`config.mk`:
```
export PLATFORM = sky130hd
export DESIGN_NAME = seven_seg_scan_ctrl
export DESIGN_NICKNAME = d
export VERILOG_FILES = /design/src/rtl/seven_seg_pkg.sv /design/src/rtl/bcd2seven_seg.sv /design/src/rtl/seven_seg_scan_ctrl.sv
export SDC_FILE = /design/constraint.sdc
export NUM_CORES = 1
export LEC_CHECK = 0
export ABC_AREA = 1
export CAP_MARGIN = 20
export CORE_ASPECT_RATIO = 0.5
export CORE_MARGIN = 2
export CORE_UTILIZATION = 55
export DETAILED_ROUTE_END_ITERATION = 8
export GPL_TIMING_DRIVEN = 1
export HOLD_SLACK_MARGIN = 0.1
export PLACE_DENSITY = 0.77
export SLEW_MARGIN = 10
export SYNTH_ARGS = -nofsm -noshare
export SYNTH_HDL_FRONTEND = slang
export SYNTH_HIERARCHICAL = 1
export SYNTH_SLANG_ARGS = --single-unit
```
`constraint.sdc`:
```
create_clock -name clk -period 3.6 [get_ports clk]
set_clock_uncertainty 0.15 [all_clocks]
set_input_delay 0.72 -clock clk [delete_from_list [all_inputs] [get_ports clk]]
set_output_delay 0.72 -clock clk [all_outputs]
set_load 0.02 [all_outputs]
```
`src/rtl/seven_seg_pkg.sv`:
```
// Shared definitions for the 7-segment scan controller.
//   - Segment byte layout {a,b,c,d,e,f,g,dp}, MSB = a, active-high.
//   - Segment patterns for BCD digits 0..9 (dp bit always 0 here).
//   - Scan FSM state encoding.
package seven_seg_pkg;

  localparam int unsigned SEG_BIT_A  = 7;
  localparam int unsigned SEG_BIT_B  = 6;
  localparam int unsigned SEG_BIT_C  = 5;
  localparam int unsigned SEG_BIT_D  = 4;
  localparam int unsigned SEG_BIT_E  = 3;
  localparam int unsigned SEG_BIT_F  = 2;
  localparam int unsigned SEG_BIT_G  = 1;
  localparam int unsigned SEG_BIT_DP = 0;

  localparam logic [7:0] SEG_BLANK   = 8'h00;
  localparam logic [7:0] SEG_DP_MASK = 8'h01;

  localparam logic [7:0] SEG_0 = 8'b1111_1100;
  localparam logic [7:0] SEG_1 = 8'b0110_0000;
  localparam logic [7:0] SEG_2 = 8'b1101_1010;
  localparam logic [7:0] SEG_3 = 8'b1111_0010;
  localparam logic [7:0] SEG_4 = 8'b0110_0110;
  localparam logic [7:0] SEG_5 = 8'b1011_0110;
  localparam logic [7:0] SEG_6 = 8'b1011_1110;
  localparam logic [7:0] SEG_7 = 8'b1110_0000;
  localparam logic [7:0] SEG_8 = 8'b1111_1110;
  localparam logic [7:0] SEG_9 = 8'b1111_0110;

  typedef enum logic [1:0] {
    IDLE  = 2'd0,
    BLANK = 2'd1,
    DRIVE = 2'd2
  } scan_state_e;

endpackage

```
`src/rtl/bcd2seven_seg.sv`:
```
// Combinational BCD to 7-segment decoder.
//   bcd_i : 4-bit BCD code
//   seg_o : {a,b,c,d,e,f,g,dp}, dp always 0; codes 10..15 give all-off
module bcd2seven_seg
  import seven_seg_pkg::*;
(
  input  logic [3:0] bcd_i,
  output logic [7:0] seg_o
);

  always_comb begin
    seg_o = SEG_BLANK;
    case (bcd_i)
      4'd0:    seg_o = SEG_0;
      4'd1:    seg_o = SEG_1;
      4'd2:    seg_o = SEG_2;
      4'd3:    seg_o = SEG_3;
      4'd4:    seg_o = SEG_4;
      4'd5:    seg_o = SEG_5;
      4'd6:    seg_o = SEG_6;
      4'd7:    seg_o = SEG_7;
      4'd8:    seg_o = SEG_8;
      4'd9:    seg_o = SEG_9;
      default: seg_o = SEG_BLANK;
    endcase
  end

endmodule

```
`src/rtl/seven_seg_scan_ctrl.sv`:
```
// Time-multiplexed scan controller for a common-segment 7-segment bank.
//   clk, rst_n          : clock, asynchronous active-low reset
//   en                  : scan enable, 0 forces the display dark
//   upd_valid/upd_ready : frame handshake; frame lands in a pending register
//   upd_bcd             : digit i at [4i+3:4i], digit 0 rightmost
//   upd_dp, upd_blink   : per-digit decimal point / blink enable
//   lz_en               : live leading-zero suppression enable
//   SEG_DATA            : {a..g,dp}, active-high, registered
//   dig_en              : one-hot digit enable, registered with SEG_DATA
//   frame_done          : one-cycle pulse on the first guard cycle of a frame
module seven_seg_scan_ctrl
  import seven_seg_pkg::*;
#(
  parameter int unsigned NUM_DIGITS   = 4,
  parameter int unsigned DIGIT_CYCLES = 50000,
  parameter int unsigned BLANK_CYCLES = 500,
  parameter int unsigned BLINK_FRAMES = 64
) (
  input  logic                    clk,
  input  logic                    rst_n,
  input  logic                    en,
  input  logic                    upd_valid,
  output logic                    upd_ready,
  input  logic [4*NUM_DIGITS-1:0] upd_bcd,
  input  logic [NUM_DIGITS-1:0]   upd_dp,
  input  logic [NUM_DIGITS-1:0]   upd_blink,
  input  logic                    lz_en,
  output logic [7:0]              SEG_DATA,
  output logic [NUM_DIGITS-1:0]   dig_en,
  output logic                    frame_done
);

  localparam int unsigned CNT_MAX = (DIGIT_CYCLES > BLANK_CYCLES) ? DIGIT_CYCLES : BLANK_CYCLES;
  localparam int unsigned CNT_W   = $clog2(CNT_MAX + 1);
  localparam int unsigned IDX_W   = $clog2(NUM_DIGITS);
  localparam int unsigned FRM_W   = $clog2(BLINK_FRAMES + 1);

  localparam logic [IDX_W-1:0] IDX_LAST   = IDX_W'(NUM_DIGITS - 1);
  localparam logic [CNT_W-1:0] DRIVE_LAST = CNT_W'(DIGIT_CYCLES - 1);
  localparam logic [CNT_W-1:0] BLANK_LAST = CNT_W'(BLANK_CYCLES - 1);
  localparam logic [FRM_W-1:0] FRM_LAST   = FRM_W'(BLINK_FRAMES - 1);
  localparam scan_state_e      AFTER_DRIVE = (BLANK_CYCLES == 0) ? DRIVE : BLANK;

  scan_state_e             state_q, state_d;
  logic [IDX_W-1:0]        idx_q, idx_d;
  logic [CNT_W-1:0]        cnt_q, cnt_d;
  logic [FRM_W-1:0]        frm_q, frm_d;
  logic                    blink_ph_q, blink_ph_d;

  logic [4*NUM_DIGITS-1:0] act_bcd_q, act_bcd_d;
  logic [NUM_DIGITS-1:0]   act_dp_q, act_dp_d;
  logic [NUM_DIGITS-1:0]   act_blink_q, act_blink_d;

  logic [4*NUM_DIGITS-1:0] pend_bcd_q;
  logic [NUM_DIGITS-1:0]   pend_dp_q;
  logic [NUM_DIGITS-1:0]   pend_blink_q;
  logic                    pend_vld_q;

  logic [7:0]              seg_q, seg_d;
  logic [NUM_DIGITS-1:0]   dig_q, dig_d;
  logic                    done_q;

  logic                    drive_end, wrap, swap;
  logic [3:0]              cur_bcd;
  logic                    cur_dp, cur_blink, lz_hit, all_zero;
  logic [7:0]              dec_seg;

  assign upd_ready  = ~pend_vld_q;
  assign SEG_DATA   = seg_q;
  assign dig_en     = dig_q;
  assign frame_done = done_q;

  // Scan sequencing and frame bookkeeping.
  always_comb begin
    state_d    = state_q;
    idx_d      = idx_q;
    cnt_d      = cnt_q;
    frm_d      = frm_q;
    blink_ph_d = blink_ph_q;
    drive_end  = (state_q == DRIVE) && (cnt_q == DRIVE_LAST);
    wrap       = drive_end && (idx_q == IDX_LAST);

    case (state_q)
      IDLE: begin
        if (en) begin
          idx_d   = '0;
          cnt_d   = '0;
          state_d = AFTER_DRIVE;
        end
      end
      BLANK: begin
        if (cnt_q == BLANK_LAST) begin
          cnt_d   = '0;
          state_d = DRIVE;
        end else begin
          cnt_d = cnt_q + CNT_W'(1);
        end
      end
      DRIVE: begin
        if (drive_end) begin
          cnt_d   = '0;
          idx_d   = wrap ? '0 : idx_q + IDX_W'(1);
          state_d = AFTER_DRIVE;
        end else begin
          cnt_d = cnt_q + CNT_W'(1);
        end
      end
      default: state_d = IDLE;
    endcase

    if (wrap) begin
      if (frm_q == FRM_LAST) begin
        frm_d      = '0;
        blink_ph_d = ~blink_ph_q;
      end else begin
        frm_d = frm_q + FRM_W'(1);
      end
    end

    // Disable overrides sequencing but keeps blink phase; a swap due on
    // this same edge still goes through below.
    if (!en) begin
      state_d    = IDLE;
      idx_d      = '0;
      cnt_d      = '0;
      frm_d      = '0;
      blink_ph_d = blink_ph_q;
    end

    swap        = pend_vld_q && (wrap || (state_q == IDLE));
    act_bcd_d   = swap ? pend_bcd_q   : act_bcd_q;
    act_dp_d    = swap ? pend_dp_q    : act_dp_q;
    act_blink_d = swap ? pend_blink_q : act_blink_q;
  end

  // Select the digit about to be driven and evaluate leading-zero suppression:
  // walking from the top digit down to digit 1, a digit is suppressed while
  // it and every digit above it are zero.
  always_comb begin
    cur_bcd   = '0;
    cur_dp    = 1'b0;
    cur_blink = 1'b0;
    lz_hit    = 1'b0;
    all_zero  = 1'b1;
    for (int unsigned i = 0; i < NUM_DIGITS; i++) begin
      if (idx_d == IDX_W'(i)) begin
        cur_bcd   = act_bcd_d[4*i +: 4];
        cur_dp    = act_dp_d[i];
        cur_blink = act_blink_d[i];
      end
    end
    for (int unsigned k = 0; k < NUM_DIGITS - 1; k++) begin
      all_zero = all_zero && (act_bcd_d[4*(NUM_DIGITS-1-k) +: 4] == 4'd0);
      if ((idx_d == IDX_W'(NUM_DIGITS - 1 - k)) && all_zero) begin
        lz_hit = 1'b1;
      end
    end
  end

  bcd2seven_seg u_dec (
    .bcd_i (cur_bcd),
    .seg_o (dec_seg)
  );

  // Outputs are computed from next-state values so segments and digit
  // enable are registered together on the same edge as the state.
  always_comb begin
    seg_d = SEG_BLANK;
    dig_d = '0;
    if (state_d == DRIVE) begin
      seg_d = ((lz_en && lz_hit) || (blink_ph_d && cur_blink)) ? SEG_BLANK : dec_seg;
      seg_d = seg_d | (cur_dp ? SEG_DP_MASK : SEG_BLANK);
      for (int unsigned i = 0; i < NUM_DIGITS; i++) begin
        dig_d[i] = (idx_d == IDX_W'(i));
      end
    end
  end

  always_ff @(posedge clk or negedge rst_n) begin
    if (!rst_n) begin
      state_q      <= IDLE;
      idx_q        <= '0;
      cnt_q        <= '0;
      frm_q        <= '0;
      blink_ph_q   <= 1'b0;
      act_bcd_q    <= '0;
      act_dp_q     <= '0;
      act_blink_q  <= '0;
      pend_bcd_q   <= '0;
      pend_dp_q    <= '0;
      pend_blink_q <= '0;
      pend_vld_q   <= 1'b0;
      seg_q        <= SEG_BLANK;
      dig_q        <= '0;
      done_q       <= 1'b0;
    end else begin
      state_q     <= state_d;
      idx_q       <= idx_d;
      cnt_q       <= cnt_d;
      frm_q       <= frm_d;
      blink_ph_q  <= blink_ph_d;
      act_bcd_q   <= act_bcd_d;
      act_dp_q    <= act_dp_d;
      act_blink_q <= act_blink_d;
      seg_q       <= seg_d;
      dig_q       <= dig_d;
      done_q      <= wrap;
      if (upd_valid && upd_ready) begin
        pend_bcd_q   <= upd_bcd;
        pend_dp_q    <= upd_dp;
        pend_blink_q <= upd_blink;
        pend_vld_q   <= 1'b1;
      end else if (swap) begin
        pend_vld_q <= 1'b0;
      end
    end
  end

endmodule

```
---- Word level (Yosys, flattened, before mapping) ----
Memories as Yosys holds them, arrays and structs flattened.
Cells that the tools add are included.
word-level totals
  register bits ........................... 90
  ROM bits ................................ 112
  input bits .............................. 29
  output and inout bits ................... 14
  logic and storage cells ................. 95
  memories ................................ 1
memories
  memory            depth  bits a word  rd ports  clocked after Yosys merged registers in  wr ports  RTL line             RTL
  (name not given)  16     7            1         0                                        0         bcd2seven_seg.sv:13  case (bcd_i)
operators by class
  add/subtract/negate cells ............... 3
  equal/unequal tests ..................... 12
  multiplexer cells ....................... 42
  bitwise operators ....................... 3
  reduce and logical (&&, ||, !) cells .... 19
operators with widths
  kind                                                                     count
  16-bit 2-to-1 mux                                                        4
  16-bit one-hot mux with 3 select lines                                   1
  4-bit 2-to-1 mux                                                         7
  7-bit 2-to-1 mux                                                         3
  1-bit 2-to-1 mux                                                         17
  16-bit by 1-bit adder with 16-bit output, second input constant          1
  16-bit equality test, second input constant                              1
  16-bit by 9-bit equality test with 1-bit output, second input constant   1
  8-bit 2-to-1 mux                                                         2
  4-bit logical NOT                                                        3
  2-bit 2-to-1 mux                                                         6
  1-bit logical AND                                                        11
  2-bit equality test, second input constant                               5
  8-bit by 1-bit OR with 8-bit output                                      1
  7-bit by 1-bit adder with 7-bit output, second input constant            1
  7-bit by 6-bit equality test with 1-bit output, second input constant    1
  2-bit one-hot mux with 3 select lines                                    1
  2-bit by 1-bit equality test with 1-bit output, second input constant    2
  2-bit logical NOT                                                        2
  4-bit by 1-bit inequality test with 1-bit output, second input constant  1
  2-bit one-hot mux with 2 select lines                                    1
  2-bit by 1-bit adder with 2-bit output, second input constant            1
  1-bit logical OR                                                         2
  2-bit by 1-bit inequality test with 1-bit output, second input constant  1
  other kinds (2)                                                          3

---- Longest topological paths before layout ----
  depth in word-level cells ............... 17
  gate-level depth with buffers ........... 25
  depth with buffers taken out ............ 25

---- By module ----
The synthesis kept the hierarchy.
by module, submodules not included
  module               instances  cells each  area each (um^2)  seq. area each (um^2)
  seven_seg_scan_ctrl  1          441         4140.2            2252.2
  bcd2seven_seg        1          41          221.5             0.0

---- Worst setup path after synthesis ----
OpenSTA, ideal clock, no wires.
  path type ............................... flip-flop to flip-flop
  start point ............................. reg state_q[0]
  end point ............................... reg seg_q[4] (netlist: SEG_DATA[4])
  setup time .............................. 0.139 ns
  arrival ................................. 2.606 ns
  data required time ...................... 3.311 ns
  slack ................................... 0.704 ns
  cell stages (with the launch flop) ...... 23
  buffers on the path ..................... 2
  clock period less this slack ............ 2.896 ns
  path through ............................ dfrtp_1 -> inv_1 -> ha_1 -> nand2_1 -> inv_1 -> nand2_1 -> nor2_4 -> nand3_2 -> nand2_2 -> nand2_4 -> buf_6 -> buf_6 -> nand2_1 -> nand2_1 -> nand2_1 -> nand4_1 -> inv_1 -> ha_1 -> nand2_1 -> nand2_1 -> nand2_1 -> nand2_1 -> nor3b_2
between the ends
  elaborated cells between the ends (all ways) .. 50
  those cells by class .................... eq/ne: 6; mux: 25; bitwise: 1; reduce/logical: 17; memory: 1
RTL lines
  what                                     RTL line                    RTL
  from (decl)                              seven_seg_scan_ctrl.sv:44   scan_state_e state_q, state_d;
  from (signal assigned)                   seven_seg_scan_ctrl.sv:197  state_q <= state_d;
  2-bit equality test                      seven_seg_scan_ctrl.sv:80   drive_end = (state_q == DRIVE) && (cnt_q == DRIVE_LAST);
  1-bit logical AND                        seven_seg_scan_ctrl.sv:80
  1-bit logical AND                        seven_seg_scan_ctrl.sv:81   wrap = drive_end && (idx_q == IDX_LAST);
  1-bit logical OR (*)                     seven_seg_scan_ctrl.sv:130  swap = pend_vld_q && (wrap || (state_q == IDLE));
  1-bit logical AND (*)                    seven_seg_scan_ctrl.sv:130
  16-bit 2-to-1 mux (*)                    seven_seg_scan_ctrl.sv:131  act_bcd_d = swap ? pend_bcd_q : act_bcd_q;
  via act_bcd_d[1]                         seven_seg_scan_ctrl.sv:50   logic [4*NUM_DIGITS-1:0] act_bcd_q, act_bcd_d;
  4-bit 2-to-1 mux (*) (4 in a row)        seven_seg_scan_ctrl.sv:146  if (idx_d == IDX_W'(i)) begin
  via cur_bcd[1]                           seven_seg_scan_ctrl.sv:64   logic [3:0] cur_bcd;
  memory read 16 x 7 bit (*)               n/a
  via dec_seg[4]                           seven_seg_scan_ctrl.sv:66   logic [7:0] dec_seg;
  8-bit 2-to-1 mux (*)                     seven_seg_scan_ctrl.sv:171  seg_d = ((lz_en && lz_hit) || (blink_ph_d && cur_blink)) ? SEG_BLANK : dec_seg;
  8-bit by 1-bit OR with 8-bit output (*)  seven_seg_scan_ctrl.sv:172  seg_d = seg_d | (cur_dp ? SEG_DP_MASK : SEG_BLANK);
  8-bit 2-to-1 mux (*)                     seven_seg_scan_ctrl.sv:170  if (state_d == DRIVE) begin
  via seg_d[4]                             seven_seg_scan_ctrl.sv:59   logic [7:0] seg_q, seg_d;
  to (signal assigned)                     seven_seg_scan_ctrl.sv:205  seg_q <= seg_d;
  to (decl)                                seven_seg_scan_ctrl.sv:59
Mark *: on every way through the listed nets, which the timed path passes. The rest lies on a longest branch.
A chain may end at the register's enable or synchronous reset.

---- Worst setup path in the final report ----
  start point ............................. reg state_q[0]
  end point ............................... reg seg_q[4] (netlist: SEG_DATA[4])
between the ends
  elaborated cells between the ends (all ways) .. 50
  those cells by class .................... eq/ne: 6; mux: 25; bitwise: 1; reduce/logical: 17; memory: 1
RTL lines
  what                                       RTL line                                              RTL
  2-bit equality test                        seven_seg_scan_ctrl.sv:80, seven_seg_scan_ctrl.sv:83
  1-bit logical AND                          seven_seg_scan_ctrl.sv:80
  1-bit logical AND                          seven_seg_scan_ctrl.sv:81
  2-bit 2-to-1 mux                           seven_seg_scan_ctrl.sv:102                            idx_d = wrap ? '0 : idx_q + IDX_W'(1);
  2-bit 2-to-1 mux                           seven_seg_scan_ctrl.sv:100                            if (drive_end) begin
  2-bit one-hot mux with 2 select lines (*)  seven_seg_scan_ctrl.sv:83                             case (state_q)
  2-bit 2-to-1 mux (*)                       seven_seg_scan_ctrl.sv:122                            if (!en) begin
  via idx_d[1]                               seven_seg_scan_ctrl.sv:45                             logic [IDX_W-1:0] idx_q, idx_d;
  [4 not listed]                             n/a
  4-bit 2-to-1 mux (*)                       seven_seg_scan_ctrl.sv:146
  via cur_bcd[0]                             seven_seg_scan_ctrl.sv:64
  memory read 16 x 7 bit (*)                 n/a
  via dec_seg[4]                             seven_seg_scan_ctrl.sv:66
  8-bit 2-to-1 mux (*)                       seven_seg_scan_ctrl.sv:171
  8-bit by 1-bit OR with 8-bit output (*)    seven_seg_scan_ctrl.sv:172
  8-bit 2-to-1 mux (*)                       seven_seg_scan_ctrl.sv:170
  via seg_d[4]                               seven_seg_scan_ctrl.sv:59
Marked as above.

==> flow_summary.toml <==
[floorplan]
die_x_microns = 130
core_sq_um = 7510
die_y_microns = 67.0
num_rows = 22
start_util_pct = 58.0
dieArea_sq_um = 8700
ios = 43

[clock_tree]
cts_buffer_depth = 2
ctsHoldBuffers = 0
root_buffer = "clkbuf_16"
cts_tree = "built"
clk_latency_ps = 350
path_clk_slew_ps = 60
htreeDepth = 3
cts_buffers = 9
clock-sinks = 90

[sta]
final_max_slew_viol_count = 0
period_needed_ps = 3240
tightest_slew_ps = 1010
slew_headroom_pct = 32.5
period_share_pct = 90.0
tns_ps = 0
clock.fmax_mhz = 309
setup_viol = 0
hold_violations = 0
rsz0062_at_grt = "false"
timing.hold.ws_ps = 187

[setup_path]
critPathMaxStageDelay_ps = 410
path_common_cell = "nand2_1"
cp-end-kind = "flip-flop"
start_kind = "flip-flop"
cp_top_family = "simple AND/OR/NAND/NOR gates"
rrSetupSlack_ps = 360
worstPathArrival_ps = 3300
path_class = "flip-flop to flip-flop"
cp_max_fo = 6
critPathRequiredTime_ps = 3660
critPathSlowestCell = "dfrtp_1"
worst-path-buf-inv = 5
cp_cell_sequence = "inv_1 > ha_2 > nand2_1 > inv_1 > nand2_1 > nor2_4 > nand2_2 > nand2_1 > nand2_1 > nand2_1 > o21ai_2 > nand2_2 > inv_2 > nand2_1 > inv_1 > nand2_1 > nand4_1 > inv_1 > ha_1 > nand2_1 > nand2_1 > nand2_1 > nand2_1 > nor3b_2"

[status]
status = "completed"

[cells_and_area]
diodes = 0
final_core_util_pct = 69.5
area_delta_synth_final_pct = 19.8
layout.nets = 572
n_fill_cell = 561
drive_gt1_share_pct = 15.1

[route]
vias_per_cell = 5.10
drtIter0Drc = 241
wl_per_cell_microns = 13.3
num_vias = 3278
routed_wl_mm = 8.55
ant_nets = 0
drt-pass1-iter-count = 4
remaining_drc_errors = 0

[synthesis]
yosysMostFrequentCell = "nand2_1"
ys_seq_area_share_pct = 51.6
synthDistinctLibCells = 42
synth-edff-count = 0
synth_area_leaders = "dfrtp_1 52%, nand2_1 12%, mux2_2 5.9%, ha_1 3.7%, nor2_1 3.6%"
synth_area_sq_um = 4360
synth-main-ff-cell = "dfrtp_1"
ys_ff_latch = 90
synthTopCellsByCount = "140 x nand2_1, 90 x dfrtp_1, 42 x nor2_1"
async_reset_ff_share_pct = 100
yosys.area.top_type = "dfrtp_1"
post_synth_inst_count = 482
yosysWarnings = 6
avgSynthCellArea_sq_um = 9.05
syn-num-nets = 524
synth_top_area_share_pct = 51.6

[global_routing]
overflow = 0
grt_pass1_wl_mm = 14.5
grt_max_degree = 43
antenna_found_initial = 0
first_global_vias = 3138
track_usage_pct = 22.0

[placed_design]
io_buffers = 42
place_congestion = 0.833
dp_hpwl_mm = 6.11

[pwr]
ir_worst_vdd_v = 0.000409
power.density_nw_per_um2 = 530
p_total_w = 0.00277
p_leak_nw = 2.50

[hold_path]
hold_path_class = "input pin to asynchronous set/reset pin"

[flow_run]
drv_cap = 0
==> power breakdown <==
group          internal [W]  switching [W]
sequential          0.00117      0.0000692
combinational      0.000234       0.000325
clock              0.000579       0.000395
total               0.00198       0.000789
==> logic make-up after synthesis <==
logic type | synth area share (%)
XOR/XNOR | 1.00
adder cells (fa/ha/maj) | 3.73
AND/OR/NAND/NOR | 27.3
buffers and inverters | 5.34
other | 0.0860
flip-flops | 51.6
AO/OA/AOI/OAI | 5.02
multiplexers | 5.94
==> placed cells by master, fill, tap and decap left out, types with 2 or more instances in the layout <==
master | Yosys | routed
a31oi_1 | 2 | 2
buf_4 | 2 | 7
nand3_1 | 23 | 23
nand2_2 | 10 | 9
dfrtp_1 | 90 | 90
inv_2 | 6 | 6
nor3b_1 | 2 | 2
clkdlybuf4s50_1 | 0 | 41
clkbuf_16 | 0 | 9
nor3_1 | 15 | 15
and3_1 | 3 | 3
nor2_1 | 42 | 42
xor2_1 | 2 | 2
o21ai_1 | 3 | 3
nand2_4 | 2 | 2
clkinv_4 | 0 | 2
and2_1 | 2 | 2
nand3_2 | 3 | 3
nor2_4 | 2 | 2
nand4_1 | 4 | 4
clkbuf_8 | 0 | 2
ha_1 | 13 | 12
a21oi_1 | 16 | 16
mux2_2 | 23 | 23
nor3b_2 | 7 | 7
inv_1 | 37 | 36
o21ai_0 | 7 | 7
a22o_1 | 2 | 2
xnor2_1 | 3 | 3
nand2_1 | 140 | 140
==> metrics by stage <==
stage	setup slack [ps]	instance area, sq um	cells
finish	361	5230	643
global route	31.4	5230	643
CTS	194	5200	642
detailed placement	243	4880	626
global placement	368	4880	626
floorplan	704	4360	482
==> cell type report <==
cell class              instances  area (sq um)  area share, %
repair buffers                 48           463           8.86
well taps                     108           135           2.59
flip-flops and latches         90          2250           43.1
clock buffers                  11           253           4.84
multi-input cells             337          1890           36.2
inverters                      44           168           3.21
clock inverters                 5          61.3           1.17
==> repair_timing <==
item | in CTS | in global routing
resized for setup | 0 | 5
endpoints found under the hold margin | 0 | 0
endpoints found under the setup margin | 0 | 6
buffers inserted | 0 | 1
==> layer usage <==
layer	up-vias	GRT usage, %	routed length (microns)
met5	-	0	0
met4	0	7.80	115
met3	13	5.30	319
met2	54	35.5	4040
met1	1562	29.4	4080
li1	1649	-	-
==> state kept, by name, summed over array words and instances (netlist names) <==
register,count
frame_done,1
idx_q,2
SEG_DATA,8
pend_blink_q,4
pend_bcd_q,16
act_blink_q,4
dig_en,4
act_dp_q,4
cnt_q,16
pend_dp_q,4
state_q,2
pend_vld_q,1
blink_ph_q,1
frm_q,7
act_bcd_q,16
==> final timing paths <==
kind                              start             to  depth (start not counted)
max reg2reg                  state_q[0]    SEG_DATA[4]                         24
max in group asynchronous         rst_n       frm_q[2]                          2
min reg2reg                act_bcd_q[1]   act_bcd_q[1]                          2
min                               rst_n  pend_bcd_q[4]                          1
max                          state_q[0]    SEG_DATA[4]                         24
min in group clk           act_bcd_q[1]   act_bcd_q[1]                          2
Power figures use the tool's default switching activity.
